<file path="src/rtl/shift_seq_pkg.sv">
// Shared encodings for the shifter-operand sequencer: op codes, FSM states,
// datapath width and the immediate-rotate helper.
package shift_seq_pkg;

  localparam int WIDTH = 32;

  typedef enum logic [2:0] {
    OP_LSL   = 3'd0,
    OP_LSR   = 3'd1,
    OP_ASR   = 3'd2,
    OP_ROR   = 3'd3,
    OP_RRX   = 3'd4,
    OP_IMM   = 3'd5,
    OP_PASS6 = 3'd6,
    OP_PASS7 = 3'd7
  } op_e;

  typedef enum logic [1:0] {
    ST_IDLE  = 2'd0,
    ST_SHIFT = 2'd1,
    ST_DONE  = 2'd2
  } state_e;

  // Full 32-bit rotate right, used when an immediate is resolved in one cycle.
  function automatic logic [31:0] ror32(input logic [31:0] v, input logic [4:0] r);
    logic [63:0] dbl;
    dbl = {v, v} >> r;
    return dbl[31:0];
  endfunction

endpackage

</file>
<file path="src/rtl/shift_step.sv">
// Combinational one-chunk shifter: moves the working value by s (0..4) bits
// for the selected op and reports the last bit shifted out.
module shift_step
  import shift_seq_pkg::*;
#(
  parameter int WIDTH = 32
) (
  input  logic [2:0]       op,
  input  logic [WIDTH-1:0] value,
  input  logic [2:0]       s,
  input  logic             carry_in,
  output logic [WIDTH-1:0] value_out,
  output logic             carry_out
);

  logic [WIDTH:0]        lsl_ext;
  logic [WIDTH:0]        lsr_ext;
  logic signed [WIDTH:0] asr_ext;
  logic [WIDTH-1:0]      ror_val;
  logic [5:0]            ror_left;

  // One guard bit on the shifted-out side captures the carry for free.
  always_comb begin
    lsl_ext   = {1'b0, value} << s;
    lsr_ext   = {value, 1'b0} >> s;
    asr_ext   = $signed({value, 1'b0}) >>> s;
    ror_left  = 6'(WIDTH) - {3'b000, s};
    ror_val   = (value >> s) | (value << ror_left);
    value_out = value;
    carry_out = carry_in;
    if (s != 3'd0) begin
      case (op)
        OP_LSL: begin
          value_out = lsl_ext[WIDTH-1:0];
          carry_out = lsl_ext[WIDTH];
        end
        OP_LSR: begin
          value_out = lsr_ext[WIDTH:1];
          carry_out = lsr_ext[0];
        end
        OP_ASR: begin
          value_out = asr_ext[WIDTH:1];
          carry_out = asr_ext[0];
        end
        OP_ROR, OP_IMM: begin
          value_out = ror_val;
          carry_out = ror_val[WIDTH-1];
        end
        default: ;
      endcase
    end
  end

endmodule

</file>
<file path="src/rtl/shift_sequencer.sv">
// Multi-cycle shifter-operand controller: runs LSL/LSR/ASR/ROR/RRX/IMM through
// a STEP-bit shift stage. Define SHIFT_SEQ_IMM_FASTPATH_EN to resolve IMM at accept.
module shift_sequencer
  import shift_seq_pkg::*;
#(
  parameter int WIDTH = 32,
  parameter int STEP  = 1
) (
  input  logic             clk,
  input  logic             rst,
  input  logic             req_valid,
  output logic             req_ready,
  input  logic [2:0]       op,
  input  logic [WIDTH-1:0] operand,
  input  logic [7:0]       amount,
  input  logic [11:0]      imm12,
  input  logic             carry_in,
  output logic             resp_valid,
  input  logic             resp_ready,
  output logic [WIDTH-1:0] result,
  output logic             carry_out,
  output logic             busy
);

  localparam logic [5:0] STEP_N = 6'(STEP);
  localparam logic [2:0] STEP_S = 3'(STEP);

  state_e           state, state_nxt;
  logic [2:0]       op_q;
  logic [5:0]       rem_q;
  logic             clr_q;
  logic [WIDTH-1:0] work_q;
  logic             carry_q;

  logic [WIDTH-1:0] acc_work;
  logic             acc_carry;
  logic             acc_clr;
  logic [5:0]       acc_n;

  logic [2:0]       step_s;
  logic             last_step;
  logic [WIDTH-1:0] step_val;
  logic             step_carry;

  function automatic logic [5:0] sat_count(input logic [7:0] a);
    return (a > 8'd32) ? 6'd32 : a[5:0];
  endfunction

  // Accept decode: effective count and preloaded working value/carry.
  always_comb begin
    acc_work  = operand;
    acc_carry = carry_in;
    acc_clr   = 1'b0;
    acc_n     = 6'd0;
    case (op)
      OP_LSL, OP_LSR: begin
        acc_n   = sat_count(amount);
        acc_clr = (amount > 8'd32);
      end
      OP_ASR: acc_n = sat_count(amount);
      OP_ROR: begin
        if (amount != 8'd0) begin
          if (amount[4:0] == 5'd0) acc_carry = operand[WIDTH-1];
          else                     acc_n     = {1'b0, amount[4:0]};
        end
      end
      OP_RRX: begin
        acc_work  = {carry_in, operand[WIDTH-1:1]};
        acc_carry = operand[0];
      end
      OP_IMM: begin
`ifdef SHIFT_SEQ_IMM_FASTPATH_EN
        acc_work  = ror32({24'd0, imm12[7:0]}, {imm12[11:8], 1'b0});
        acc_carry = (imm12[11:8] == 4'd0) ? carry_in : acc_work[WIDTH-1];
`else
        acc_work  = {{(WIDTH-8){1'b0}}, imm12[7:0]};
        acc_n     = {1'b0, imm12[11:8], 1'b0};
`endif
      end
      default: ;
    endcase
  end

  always_comb begin
    step_s    = (rem_q < STEP_N) ? rem_q[2:0] : STEP_S;
    last_step = (rem_q <= STEP_N);
  end

  shift_step #(.WIDTH(WIDTH)) u_step (
    .op        (op_q),
    .value     (work_q),
    .s         (step_s),
    .carry_in  (carry_q),
    .value_out (step_val),
    .carry_out (step_carry)
  );

  always_ff @(posedge clk) begin
    if (rst) state <= ST_IDLE;
    else     state <= state_nxt;
  end

  always_comb begin
    state_nxt = state;
    case (state)
      ST_IDLE:  if (req_valid) state_nxt = (acc_n != 6'd0) ? ST_SHIFT : ST_DONE;
      ST_SHIFT: if (last_step) state_nxt = ST_DONE;
      ST_DONE:  if (resp_ready) state_nxt = ST_IDLE;
      default:  state_nxt = ST_IDLE;
    endcase
  end

  always_comb begin
    req_ready  = (state == ST_IDLE);
    resp_valid = (state == ST_DONE);
    busy       = (state != ST_IDLE);
    result     = work_q;
    carry_out  = carry_q;
  end

  // Datapath: load on accept, one chunk per SHIFT cycle, hold in DONE.
  always_ff @(posedge clk) begin
    if (rst) begin
      op_q    <= 3'd0;
      rem_q   <= 6'd0;
      clr_q   <= 1'b0;
      work_q  <= '0;
      carry_q <= 1'b0;
    end else begin
      case (state)
        ST_IDLE: begin
          if (req_valid) begin
            op_q    <= op;
            rem_q   <= acc_n;
            clr_q   <= acc_clr;
            work_q  <= acc_work;
            carry_q <= acc_carry;
          end
        end
        ST_SHIFT: begin
          work_q  <= step_val;
          rem_q   <= rem_q - {3'b000, step_s};
          // Over-range logical shifts finish as a 32-bit shift with carry forced low.
          carry_q <= (last_step && clr_q) ? 1'b0 : step_carry;
        end
        default: ;
      endcase
    end
  end

endmodule
</file>
<file path="config.mk">
export PLATFORM = sky130hd
export DESIGN_NAME = shift_sequencer
export DESIGN_NICKNAME = d
export VERILOG_FILES = /design/src/rtl/shift_seq_pkg.sv /design/src/rtl/shift_step.sv /design/src/rtl/shift_sequencer.sv
export SDC_FILE = /design/constraint.sdc
export NUM_CORES = 1
export LEC_CHECK = 0
export CAP_MARGIN = 20
export CORE_MARGIN = 8
export CORE_UTILIZATION = 47
export CTS_CLUSTER_SIZE = 24
export DETAILED_ROUTE_END_ITERATION = 10
export PLACE_DENSITY = 0.78
export SLEW_MARGIN = 15
export SYNTH_ARGS = -nofsm -noshare
export SYNTH_HDL_FRONTEND = slang
export SYNTH_SLANG_ARGS = --single-unit
</file>
<file path="constraint.sdc">
create_clock -name clk -period 3.13 [get_ports clk]
set_input_delay 0.4695 -clock clk [delete_from_list [all_inputs] [get_ports clk]]
set_output_delay 0.4695 -clock clk [all_outputs]
set_load 0.01 [all_outputs]
</file>
==> results of run 1 <==
[flip-flops by register name, summed over array words and instances (netlist names)]
signal	flops
result	32
rem_q	6
op_q	3
state	2
carry_out	1
clr_q	1
[per-layer routing]
| metal | wire, um | track usage [%] |
|---|---|---|
| met5 | 0 | 0 |
| met4 | 556 | 9.353 |
| met3 | 2156 | 6.976 |
| met2 | 7682 | 41.02 |
| met1 | 7897 | 38.20 |
[cell usage in the layout, fill, tap and decap left out, drive strengths merged, types with 6 or more instances in the layout]
cell	count
a311o	6
nor3b	16
and2	6
nand3b	8
nand2b	9
a211oi	22
a311oi	10
nor2b	7
a31oi	15
dfxtp	45
a2111oi	6
inv	19
mux4	7
clkdlybuf4s50	95
a21oi	61
mux2i	17
a221oi	6
o211ai	9
a22oi	7
clkbuf	7
nor3	23
o21ai	35
nand3	29
nand2	90
o221ai	8
nor2	58
buf	32
[worst min-delay path: stages (launching register included)]
cell and delay, ns:
dfxtp_1 0.36, o21ai_0 0.09, a21oi_1 0.07
[area by class of cell]
cell class / instances / area share [%]
multi-input combinational: 516 / 56.78
tap: 111 / 2.469
timing repair buffer: 127 / 21.84
clock buffer: 7 / 1.535
sequential: 45 / 16.01
inverter: 19 / 1.357
[metrics by stage]
| step | instances | hold slack, ns |
|---|---|---|
| after detailed placement | 818 | 0.5490 |
| after CTS | 825 | 0.5613 |
| after global placement | 818 | 0.5208 |
| final | 825 | 0.5648 |
| after floorplan | 636 | 0.4758 |
| after global routing | 825 | 0.5785 |
[power by group]
| group | internal (uW) | leakage (uW) | switching, uW | total (uW) |
|---|---|---|---|---|
| Sequential | 670 | 0.000372 | 221 | 891 |
| Combinational | 799 | 0.00159 | 1110 | 1910 |
| Clock | 176 | 0.0000443 | 210 | 386 |
| Total | 1650 | 0.00201 | 1540 | 3190 |
[kinds of logic after synthesis]
family,count (synthesis),synth area share [%]
AND/OR/NAND/NOR,266,29.65
AO/OA/AOI/OAI,215,32.70
buffers and inverters,75,7.342
flip-flops,45,20.49
multiplexers,28,8.480
adder cells (fa/ha/maj),3,0.8538
XOR/XNOR,2,0.3985
other,1,0.08529
[worst paths after layout]
kind,start,end,slack [ns],cells past startpoint
worst min register to register,rem_q[3],rem_q[3],0.56,2
worst min-delay path,rem_q[3],rem_q[3],0.56,2
worst max register to register,rem_q[1],result[25],0.25,11
worst max-delay path,rem_q[1],result[25],0.25,11
==> flow_summary.ini, run 1 <==
[logic_synthesis]
ys.warnings.count = 0
synth_edf_count = 0
yosys-top-cells-count = 89 x nand2_1, 61 x a21oi_1, 57 x nor2_1, 45 x dfxtp_1, 34 x o21ai_0
ys_ff_latch = 45
seq_area_frac_synth_pct = 20.49
yosysMostFrequentCell = nand2_1
syn_inst = 635
synthFlopType = dfxtp_1
netlist.area_leader.share_pct = 20.49
synth_cell_types = 66
async_flop_share_pct = 0
synth.largest_area_cell = dfxtp_1
avgSynthCellArea_um2 = 6.924
syn_area_um2 = 4397
synth.area.top_cells = dfxtp_1 20%, nand2_1 7.6%, a21oi_1 6.9%, nor2_1 4.9%, mux2i_1 3.9%

[clock_network]
clk_pin_slew_ns = 0.09
cts.sinks = 45
clock_tree.buffer_depth = 2
h-tree-depth = 2
cts-root-buf = clkbuf_8
clk_latency_ns = 0.30
hold_buffers = 0
cts_made_buffers = 5
cts_resized = 0
cts_tree = yes
post-cts-setup-buffer-count = 0

[setup_path]
crit_arrival_ns = 3.12
slowest_delay_ns = 0.55
crit_top_cell = ha_1
cp.required_ns = 3.37
crit_family = compound AO/OA/AOI/OAI gates
worstSetupPathType = flop to flop
cp.buffers_inverters = 1
crit_slowest_cell = a2111oi_1
worstSetupEndpointType = flop
cp_cell_sequence = nor4_4, nand2_4, inv_6, ha_1, ha_1, and2_1, a311oi_4, o21ai_0, a2111oi_1, o2bb2ai_1, a41o_1
start_kind = flop
critPathMaxFanout = 13

[layout]
nFillCells = 846
seqCellArea_um2 = 900.9
drive_gt1_share_pct = 8.123
n_antenna_cell = 0
area_growth_syn_to_layout_pct = 27.95
multi_input_area_um2 = 3194
nNetsFinal = 777
postLayoutCellArea_um2 = 5625
final_util_pct = 61.46

[sta]
post-route-min-period_ns = 2.880
fin_setup_tns_ns = 0
slew_viol_final = 0
setup_ws_ns = 0.2504
rsz0062_at_grt = false
min_period_over_period_pct = 92.00
tightest_slew_ns = 0.8294
finalHoldViolations = 0
setup_viol = 0
relSlewSlack_pct = 44.01
skew_ns = 0.006548
clock.fmax_mhz = 347.3

[min_path]
hp-class = flop to flop

[drt]
first_iter_violations = 678
antenna_left = 0
drc = 0
viasPerCell = 6.615
wl_per_cell_um = 22.17
drtPass1Iterations = 6
wl_mm = 18.29
vias = 5457

[global_route]
grt_pass1_vias = 5099
grt_start_max_net_pins = 61
grt_overflow = 0
grt_use_total_pct = 27.75
grt_pass1_wl_mm = 28.23
antenna_found_initial = 0

[place]
dpl_cell_area_um2 = 5539
port_buffers = 95
post-place-ws_ns = 0.2882
gp_congestion = 0.9727
hpwl_mm = 13.89

[floorplanning]
row_count = 35
die_area_um2 = 12710
initial_core_util_pct = 48.04
die_width_um = 112.7
coreArea_um2 = 9153
io_pins = 96
die_h_um = 112.7

[pwr]
leakagePower_uw = 0.002010
p_total_uw = 3190
ir_worst_vdd_v = 0.0002878
powerDensity_nw_per_um2 = 567.1

[outcome]
status = complete, no violations

[job]
drv_cap = 0
Power figures use the tool's default switching activity.
==> inputs of run 2 (changes only) <==
--- a/config.mk
+++ b/config.mk
@@ -11,7 +11,6 @@
 export CTS_CLUSTER_SIZE = 24
 export DETAILED_ROUTE_END_ITERATION = 10
 export PLACE_DENSITY = 0.78
-export SLEW_MARGIN = 15
 export SYNTH_ARGS = -nofsm -noshare
 export SYNTH_HDL_FRONTEND = slang
 export SYNTH_SLANG_ARGS = --single-unit
==> results of run 2 <==
Same layout as run 1: the final DEF is identical, and so are final timing and power.
